==> config.mk <==
export PLATFORM = sky130hd
export DESIGN_NAME = pwm_multi_channel
export DESIGN_NICKNAME = d
export VERILOG_FILES = /design/src/rtl/pwm_multi_channel_pkg.sv /design/src/rtl/pwm_multi_channel_channel.sv /design/src/rtl/pwm_multi_channel.sv
export SDC_FILE = /design/constraint.sdc
export NUM_CORES = 1
export LEC_CHECK = 0
export BUFFER_PORTS_ARGS = -buffer_cell sky130_fd_sc_hd__clkbuf_2
export CORE_MARGIN = 5
export CORE_UTILIZATION = 45
export CTS_BUF_LIST = sky130_fd_sc_hd__clkbuf_2
export DETAILED_ROUTE_END_ITERATION = 10
export GPL_TIMING_DRIVEN = 0
export PLACE_DENSITY_LB_ADDON = 0.1
export SLEW_MARGIN = 20
export SYNTH_ARGS = -nofsm -noshare
export SYNTH_HDL_FRONTEND = slang
export SYNTH_SLANG_ARGS = --single-unit
==> constraint.sdc <==
create_clock -name clk -period 14.55 [get_ports clk]
set_clock_uncertainty 0.1 [all_clocks]
set_input_delay 2.91 -clock clk [delete_from_list [all_inputs] [get_ports clk]]
set_output_delay 2.91 -clock clk [all_outputs]
set_load 0.05 [all_outputs]
==> src/rtl/pwm_multi_channel_pkg.sv <==
// pwm_multi_channel_pkg: register map and encodings for the multi-channel PWM
package pwm_multi_channel_pkg;
  localparam int ADDR_PERIOD = 0;
  localparam int ADDR_CTRL = 1;
  localparam int ADDR_CH_EN = 2;
  localparam int ADDR_POL = 3;
  localparam int ADDR_DUTY0 = 4;
  typedef enum logic {MODE_EDGE = 1'b0, MODE_CENTRE = 1'b1} mode_e;
  typedef enum logic {DIR_UP = 1'b0, DIR_DOWN = 1'b1} dir_e;
  function automatic int duty_addr(input int ch);
    return ADDR_DUTY0 + ch;
  endfunction
endpackage

==> src/rtl/pwm_multi_channel_channel.sv <==
// pwm_multi_channel_channel: one PWM output with its own shadowed duty compare
module pwm_multi_channel_channel #(
  parameter int WIDTH = 16
) (
  input  logic             clk,
  input  logic             reset,
  input  logic             load,
  input  logic             run,
  input  logic             en,
  input  logic             pol,
  input  logic [WIDTH-1:0] duty_pending,
  input  logic [WIDTH-1:0] cnt,
  output logic             pwm
);
  logic [WIDTH-1:0] duty;
  always_ff @(posedge clk or posedge reset)
    if (reset) begin
      duty <= '0;
      pwm <= 1'b0;
    end else begin
      if (load) duty <= duty_pending;
      pwm <= (run && en) ? (cnt < duty) ^ pol : pol;
    end
endmodule

==> src/rtl/pwm_multi_channel.sv <==
// pwm_multi_channel: shared-timebase PWM, edge/centre aligned, with shadow registers
// that are copied into the active set only at a period boundary.
module pwm_multi_channel
  import pwm_multi_channel_pkg::*;
#(
  parameter int CHANNELS = 4,
  parameter int WIDTH = 16,
  parameter int ADDR_W = 4
) (
  input  logic                clk,
  input  logic                reset,
  input  logic                enable,
  input  logic                wr_en,
  input  logic [ADDR_W-1:0]   wr_addr,
  input  logic [WIDTH-1:0]    wr_data,
  input  logic [ADDR_W-1:0]   rd_addr,
  output logic [WIDTH-1:0]    rd_data,
  output logic [CHANNELS-1:0] pwm_out,
  output logic                period_tick
);
  localparam logic [WIDTH-1:0] ONE = WIDTH'(1);
  logic [WIDTH-1:0] period_p, period_a, period_n, cnt, cnt_n;
  logic [CHANNELS-1:0] en_p, en_a, pol_p, pol_a;
  logic [WIDTH-1:0] duty_p [CHANNELS];
  mode_e mode_p, mode_a, mode_n;
  dir_e dir, dir_n;
  logic load, run, last, tick_n;
  int wa, ra;
  assign wa = int'(wr_addr);
  assign ra = int'(rd_addr);
  always_ff @(posedge clk or posedge reset)
    if (reset) begin
      period_p <= '0;
      mode_p <= MODE_EDGE;
      en_p <= '0;
      pol_p <= '0;
      for (int i = 0; i < CHANNELS; i++) duty_p[i] <= '0;
    end else if (wr_en) begin
      if (wa == ADDR_PERIOD) period_p <= wr_data;
      if (wa == ADDR_CTRL) mode_p <= mode_e'(wr_data[0]);
      if (wa == ADDR_CH_EN) en_p <= wr_data[CHANNELS-1:0];
      if (wa == ADDR_POL) pol_p <= wr_data[CHANNELS-1:0];
      for (int i = 0; i < CHANNELS; i++) if (wa == duty_addr(i)) duty_p[i] <= wr_data;
    end
  // While idle the shadow set streams straight through so a restart sees current values
  assign load = period_tick || !enable || period_a == '0;
  assign run = enable && period_a != '0;
  assign last = cnt == period_a - ONE;
  always_ff @(posedge clk or posedge reset)
    if (reset) begin
      period_a <= '0;
      mode_a <= MODE_EDGE;
      en_a <= '0;
      pol_a <= '0;
    end else if (load) begin
      period_a <= period_p;
      mode_a <= mode_p;
      en_a <= en_p;
      pol_a <= pol_p;
    end
  // Both modes end a period at count 0 heading up, so a boundary needs no special restart
  always_comb begin
    period_n = load ? period_p : period_a;
    mode_n = load ? mode_p : mode_a;
    cnt_n = '0;
    dir_n = DIR_UP;
    if (run) begin
      if (mode_a == MODE_EDGE) cnt_n = last ? '0 : cnt + ONE;
      else if (dir == DIR_UP) begin
        cnt_n = last ? cnt : cnt + ONE;
        dir_n = last ? DIR_DOWN : DIR_UP;
      end else begin
        cnt_n = cnt == '0 ? '0 : cnt - ONE;
        dir_n = cnt == '0 ? DIR_UP : DIR_DOWN;
      end
    end
    tick_n = enable && period_n != '0 &&
             (mode_n == MODE_EDGE ? cnt_n == period_n - ONE : cnt_n == '0 && dir_n == DIR_DOWN);
  end
  always_ff @(posedge clk or posedge reset)
    if (reset) begin
      cnt <= '0;
      dir <= DIR_UP;
      period_tick <= 1'b0;
    end else begin
      cnt <= cnt_n;
      dir <= dir_n;
      period_tick <= tick_n;
    end
  always_comb begin
    rd_data = ra == ADDR_PERIOD ? period_p :
              ra == ADDR_CTRL   ? WIDTH'(mode_p) :
              ra == ADDR_CH_EN  ? WIDTH'(en_p) :
              ra == ADDR_POL    ? WIDTH'(pol_p) : '0;
    for (int i = 0; i < CHANNELS; i++) if (ra == duty_addr(i)) rd_data = duty_p[i];
  end
  for (genvar c = 0; c < CHANNELS; c++) begin : g_ch
    pwm_multi_channel_channel #(.WIDTH(WIDTH)) u_ch (
      .clk(clk),
      .reset(reset),
      .load(load),
      .run(run),
      .en(en_a[c]),
      .pol(pol_a[c]),
      .duty_pending(duty_p[c]),
      .cnt(cnt),
      .pwm(pwm_out[c])
    );
  end
endmodule

==> flow_summary.json, run 1 <==
{
  "min_path_type": "reg -> reg",
  "ys_ff_latch": 200,
  "portBuffers": 47,
  "cts_resized": 0,
  "worst-path-max-fanout": 10,
  "cts.reportedPaths.clkPinSlew_ps": 280,
  "crit_arrival_ps": 5630,
  "cts_buffer_depth": 2,
  "crit_path_frequent_cell": "clkbuf_2",
  "overflow": 0,
  "synth_ff_type": "dfrtp_1",
  "synth-edff-count": 0,
  "gp_congestion": 0.9913,
  "clkLatencyLatePin_ps": 820,
  "tns_ps": 0,
  "grt_use_total": 0.2663,
  "p_total_uw": 1788,
  "routed_wl_um": 41660,
  "grt_pass1_wl_um": 63650,
  "fin_crit_sh": 0.5941,
  "tritoncts": "yes",
  "drv_cap": 0,
  "cp_slowest_stage_delay_ps": 790,
  "dieHeight_um": 177.5,
  "yosysSeqAreaShare": 0.3964,
  "die_x_um": 177.5,
  "fmax_mhz": 115.7,
  "grt_start_max_net_pins": 90,
  "critPathLaunchType": "input pin",
  "ant_nets": 0,
  "cpMaxStageDelayCell": "nor3b_1",
  "status": "finished clean",
  "worst_pin_slew_ps": 1108,
  "drv_slew": 0,
  "leakagePower_uw": 0.006163,
  "synth_area_mm2": 0.01263,
  "dp_hpwl_um": 32220,
  "layout_min_cycle_time_ps": 8645,
  "htreeDepth": 4,
  "ctsHoldBuffers": 0,
  "cts.sinks": 200,
  "syn_nets": 1460,
  "die-area_mm2": 0.03151,
  "critPathRequiredTime_ps": 11540,
  "rsz0062_at_grt": "no",
  "cts_made_buffers": 17,
  "slew_headroom": 0.2545,
  "drtIter0Drc": 1070,
  "root_buffer": "clkbuf_2",
  "synthToLayoutAreaGrowth_pct": 8.413,
  "timing.hold.ws_ps": 404.3,
  "initial_core_util": 0.4545,
  "crit_path_end_kind": "output pin",
  "fillers": 2732,
  "ioPinCount": 49,
  "rows": 61,
  "via_count": 10870,
  "synthDistinctLibCells": 86,
  "critPathKind": "in -> out",
  "drt-wirelength-per-cell_um": 22.83,
  "core_mm2": 0.02778,
  "firstDrtPassIters": 6,
  "ys_async_sr_fraction": 1.000,
  "finalHoldViolations": 0,
  "peakVddDrop_mv": 0.05807,
  "drive_above_1_share": 0.1542,
  "detail_route.vias_per_cell": 5.957,
  "drc": 0,
  "synth-warning-count": 0,
  "antenna_found_initial": 1,
  "path_cells": "clkbuf_2 -> nor2b_1 -> nor3b_1 -> clkbuf_1 -> a222oi_1 -> a31oi_1 -> clkbuf_2",
  "pwr_density_cell_mw_per_mm2": 130.6,
  "syn_area_per_cell_um2": 9.250,
  "nets": 1528,
  "post_cts_buffers": 0,
  "grt_pass1_vias": 10480,
  "syn_inst": 1365,
  "setup_viol": 0
}
[synth_stat cells, types with 14 or more instances]
master,number,share of area
dfrtp_1,200,0.40
xnor2_1,41,0.028
and3_1,14,0.0069
clkbuf_1,68,0.020
a21oi_1,34,0.013
nor2_1,68,0.020
a31oi_1,24,0.012
o21ai_0,90,0.036
a21o_1,33,0.020
nand4_1,16,0.0079
ha_1,67,0.066
nand2_1,191,0.057
inv_1,82,0.024
mux2_2,93,0.083
nor3_1,31,0.012
nor4_1,19,0.0094
xor2_1,22,0.015
[logic make-up after synthesis]
| kind of cell | share of synthesized area |
|---|---|
| and+or+nand+nor | 0.1894 |
| AOI/OAI and AO/OA | 0.1623 |
| DFF | 0.3964 |
| buffers and inverters | 0.05252 |
| muxes | 0.08929 |
| adders and majority gates | 0.06640 |
| xor gates and xnor gates | 0.04370 |
[area by class of cell]
| class | instances | area [um2] | share of cell area |
|---|---|---|---|
| Clock buffer | 17 | 85.08 | 0.006216 |
| Tap cell | 378 | 473.0 | 0.03455 |
| Multi-Input combinational cell | 996 | 6968 | 0.5091 |
| Antenna cell | 1 | 2.502 | 0.0001828 |
| Clock inverter | 15 | 193.9 | 0.01417 |
| Buffer | 87 | 355.3 | 0.02596 |
| Sequential cell | 200 | 5005 | 0.3656 |
| Inverter | 82 | 315.3 | 0.02303 |
| Timing Repair Buffer | 49 | 290.3 | 0.02121 |
[through the flow]
stage	cells	instance area, um2	util	setup WS [ps]
final	1825	13690	0.4927	5905
after global routing	1825	13690	0.4927	5904
after CTS	1824	13690	0.4926	6004
after detailed placement	1792	13410	0.4826	6023
after global placement	1790	13330	0.4800	3568
after floorplan	1365	12630	-	6086
[worst paths after layout]
kind | from | endpoint | slack (ps) | cells past startpoint
max | rd_addr[2] | rd_data[8] | 5910 | 7
min | en_a[0] | en_a[0] | 400 | 2
max in group asynchronous | reset | en_a[0] | 11300 | 4
min reg2reg | en_a[0] | en_a[0] | 400 | 2
min in group asynchronous | reset | duty_p[2] | 1940 | 2
max reg2reg | period_a[1] | period_tick | 7510 | 23
[where the power goes]
part | internal, uW | total (uW) | switching [uW]
clock | 65.3 | 299 | 234
combinational | 275 | 696 | 421
sequential | 672 | 793 | 121
total | 1010 | 1790 | 776
[flip-flops by register name, indices dropped and copies added, names as in the netlist]
register,flops
duty_p,64
en_p,4
mode_a,1
dir,1
pol_p,4
en_a,4
g_ch.u_ch.pwm,4
period_p,16
period_tick,1
mode_p,1
pol_a,4
g_ch.u_ch.duty,64
cnt,16
period_a,16
[layer usage]
metal | part of all wire | track usage
met5 | 0 | 0
met4 | 0.029 | 0.08250
met3 | 0.058 | 0.04069
met2 | 0.45 | 0.4167
met1 | 0.46 | 0.3819
[layout by cell type (no fill, tap or decap), drive strengths merged, types with 6 or more instances in the layout]
cell,netlist,final
nor2b,12,12
mux2i,8,8
or3,10,10
a211oi,8,8
a222oi,11,11
xnor2,41,41
clkbuf,68,132
nand4,16,16
o2111ai,7,7
or2,7,7
a21o,33,33
nor3,31,31
nand2,191,191
mux2,93,93
buf,19,21
nand3,14,14
nor3b,6,6
and2,14,14
ha,67,67
nand3b,13,13
nor4,22,22
nor2,69,69
o21ai,93,93
a31oi,24,24
a21oi,34,34
nand2b,13,13
clkinv,0,6
xor2,22,22
a22oi,11,11
and3,14,14
dfrtp,200,200
nand4b,7,7
a41oi,6,6
nor4b,6,6
or4,11,11
inv,82,90
[critical path, delay by kind of cell]
| kind | cells | cell delay, ps |
|---|---|---|
| compound gates | 2 | 550 |
| simple gates | 2 | 1110 |
| buf+inv | 3 | 1040 |
Power figures use the tool's default switching activity.
==> run 2, diff against run 1 <==
==> constraint.sdc (replaced) <==
create_clock -name clk -period 7.3 [get_ports clk]
set_clock_uncertainty 0.1 [all_clocks]
set_input_delay 1.46 -clock clk [delete_from_list [all_inputs] [get_ports clk]]
set_output_delay 1.46 -clock clk [all_outputs]
set_load 0.05 [all_outputs]
==> run 2 against run 1 <==
Against the previous run: die area unchanged; global-route usage unchanged; clock power increased by 99%; sequential cell count unchanged; sequential share of layout area about the same.
==> flow_summary.json, run 2 (synthesis gave the netlist of run 1 again) <==
{
  "status": "finished clean",
  "firstDrtPassIters": 6,
  "fillers": 2731,
  "p_int_uw": 2017,
  "via_count": 10830,
  "gp_congestion": 0.9913,
  "drv_slew": 0,
  "design_area_mm2": 0.01368,
  "antenna_found_initial": 1,
  "crit_arrival_ps": 7380,
  "crit_path_end_kind": "flip-flop",
  "overflow": 0,
  "clockPowerShare": 0.167,
  "ant_nets": 0,
  "final_cell_mix": "dfrtp_1 (200), nand2_1 (191), mux2_2 (93), o21ai_0 (90), inv_1 (81)",
  "clkLatencyLatePin_ps": 810,
  "drc": 0,
  "fmax_mhz": 147.9,
  "nets": 1527,
  "p_total_uw": 3565,
  "grt_use_total": 0.2663,
  "setup_viol": 0,
  "cts_made_buffers": 17,
  "peakVddDrop_mv": 0.1157,
  "fin_crit_sh": 0.9263,
  "worst_pin_slew_ps": 1082,
  "tritoncts": "yes",
  "reg_top3": "duty_p x64, g_ch.u_ch.duty x64",
  "grt_pass1_vias": 10480,
  "initial_core_util": 0.4545,
  "leakagePower_uw": 0.006162,
  "power_switching_share": 0.4342,
  "pwr_density_cell_mw_per_mm2": 260.5,
  "post_cts_buffers": 0,
  "worst-path-max-fanout": 19,
  "root_buffer": "clkbuf_2",
  "power_frac_comb": 0.389,
  "dpl-instance-area_mm2": 0.01341,
  "critPathRequiredTime_ps": 7910,
  "die_x_um": 177.5,
  "setup_ws_ps": 537.9,
  "layout_min_cycle_time_ps": 6762,
  "core_mm2": 0.02778,
  "drtIter0Drc": 1064,
  "cts_buffer_depth": 2,
  "critPathLaunchType": "flip-flop",
  "synthToLayoutAreaGrowth_pct": 8.384,
  "htreeDepth": 4,
  "ioPinCount": 49,
  "min_path_type": "reg -> reg",
  "post-place-ws_ps": 320.1,
  "detail_route.vias_per_cell": 5.935,
  "die-area_mm2": 0.03151,
  "dp_hpwl_um": 32220,
  "portBuffers": 47,
  "drive_above_1_share": 0.1543,
  "critPathKind": "reg -> reg",
  "routed_wl_um": 41580,
  "drt-wirelength-per-cell_um": 22.79,
  "power.switching_uw": 1548,
  "final_common_cell": "dfrtp_1",
  "dieHeight_um": 177.5,
  "cts.sinks": 200,
  "cts.reportedPaths.clkPinSlew_ps": 350,
  "grt_pass1_wl_um": 63650,
  "rows": 61,
  "drv_cap": 0,
  "sequentialPowerShare": 0.444,
  "grt_start_max_net_pins": 90,
  "timing.hold.ws_ps": 405.2,
  "slew_headroom": 0.2721,
  "rsz0062_at_grt": "no",
  "finalHoldViolations": 0
}
run 2: cell types whose count changed in the layout (fill, tap and decap cells not counted), sizes merged:
cell | previous run | this run
buf | 21 | 20
run 2: per-layer routing:
metal / GRT usage / part of all wire
met1: 0.3819 / 0.46
met2: 0.4167 / 0.45
met4: 0.08250 / 0.029
met3: 0.04069 / 0.065
met5: 0 / 0
run 2: final timing paths:
path	startpoint	end	slack (ps)	depth (start not counted)
hold / removal	en_a[0]	en_a[0]	410	2
hold reg to reg	en_a[0]	en_a[0]	410	2
min in group asynchronous	reset	duty_p[2]	490	2
max in group asynchronous	reset	pol_a[2]	5490	4
setup / recovery	period_a[1]	period_tick	540	22
setup reg to reg	period_a[1]	period_tick	540	22
run 2: cell type report:
class / count / area (um2) / share of cell area
inverter: 82 / 315.3 / 0.02304
timing repair buffer: 49 / 290.3 / 0.02121
clock inverter: 15 / 193.9 / 0.01417
sequential: 200 / 5005 / 0.3657
buffer: 86 / 351.6 / 0.02569
clock buffer: 17 / 85.08 / 0.006217
multi-input combinational: 996 / 6968 / 0.5092
tap: 378 / 473.0 / 0.03456
antenna: 1 / 2.502 / 0.0001829
run 2: timing repair:
| item | CTS | global route |
|---|---|---|
| setup endpoints to repair | 0 | 1 |
| resized for setup | 0 | 0 |
| hold buffers | 0 | 0 |
run 2: stage by stage:
stage                     setup TNS (ps)  instances    util
after global placement           -441790       1790  0.4800
after global routing                   0       1824  0.4926
after detailed placement               0       1792  0.4826
after floorplan                        0       1365       -
final                                  0       1824  0.4926
after CTS                              0       1824  0.4926
run 2: power by group through the flow:
stage	combinational, uW	sequential [uW]	clock (uW)
final	1390	1580	596
after global placement	1360	1590	0
after floorplan	1030	1480	0
after global routing	1520	1600	651
after CTS	1380	1570	613
after detailed placement	1370	1590	0
run 2: critical path, stage by stage, from the launching register on:
cell	delay [ps]
dfrtp_1	520
inv_1	140
ha_1	160
or4b_1	510
o41a_1	470
nand2b_1	170
buf_2	230
buf_2	410
clkbuf_1	400
nor2_1	80
a21oi_1	260
ha_1	310
nor3b_1	370
nand2_1	190
nor4_1	260
a21oi_1	80
xor2_1	420
a41oi_1	200
nor4b_1	450
nand4_1	130
a2111oi_0	410
nand4b_1	170
o31ai_2	210
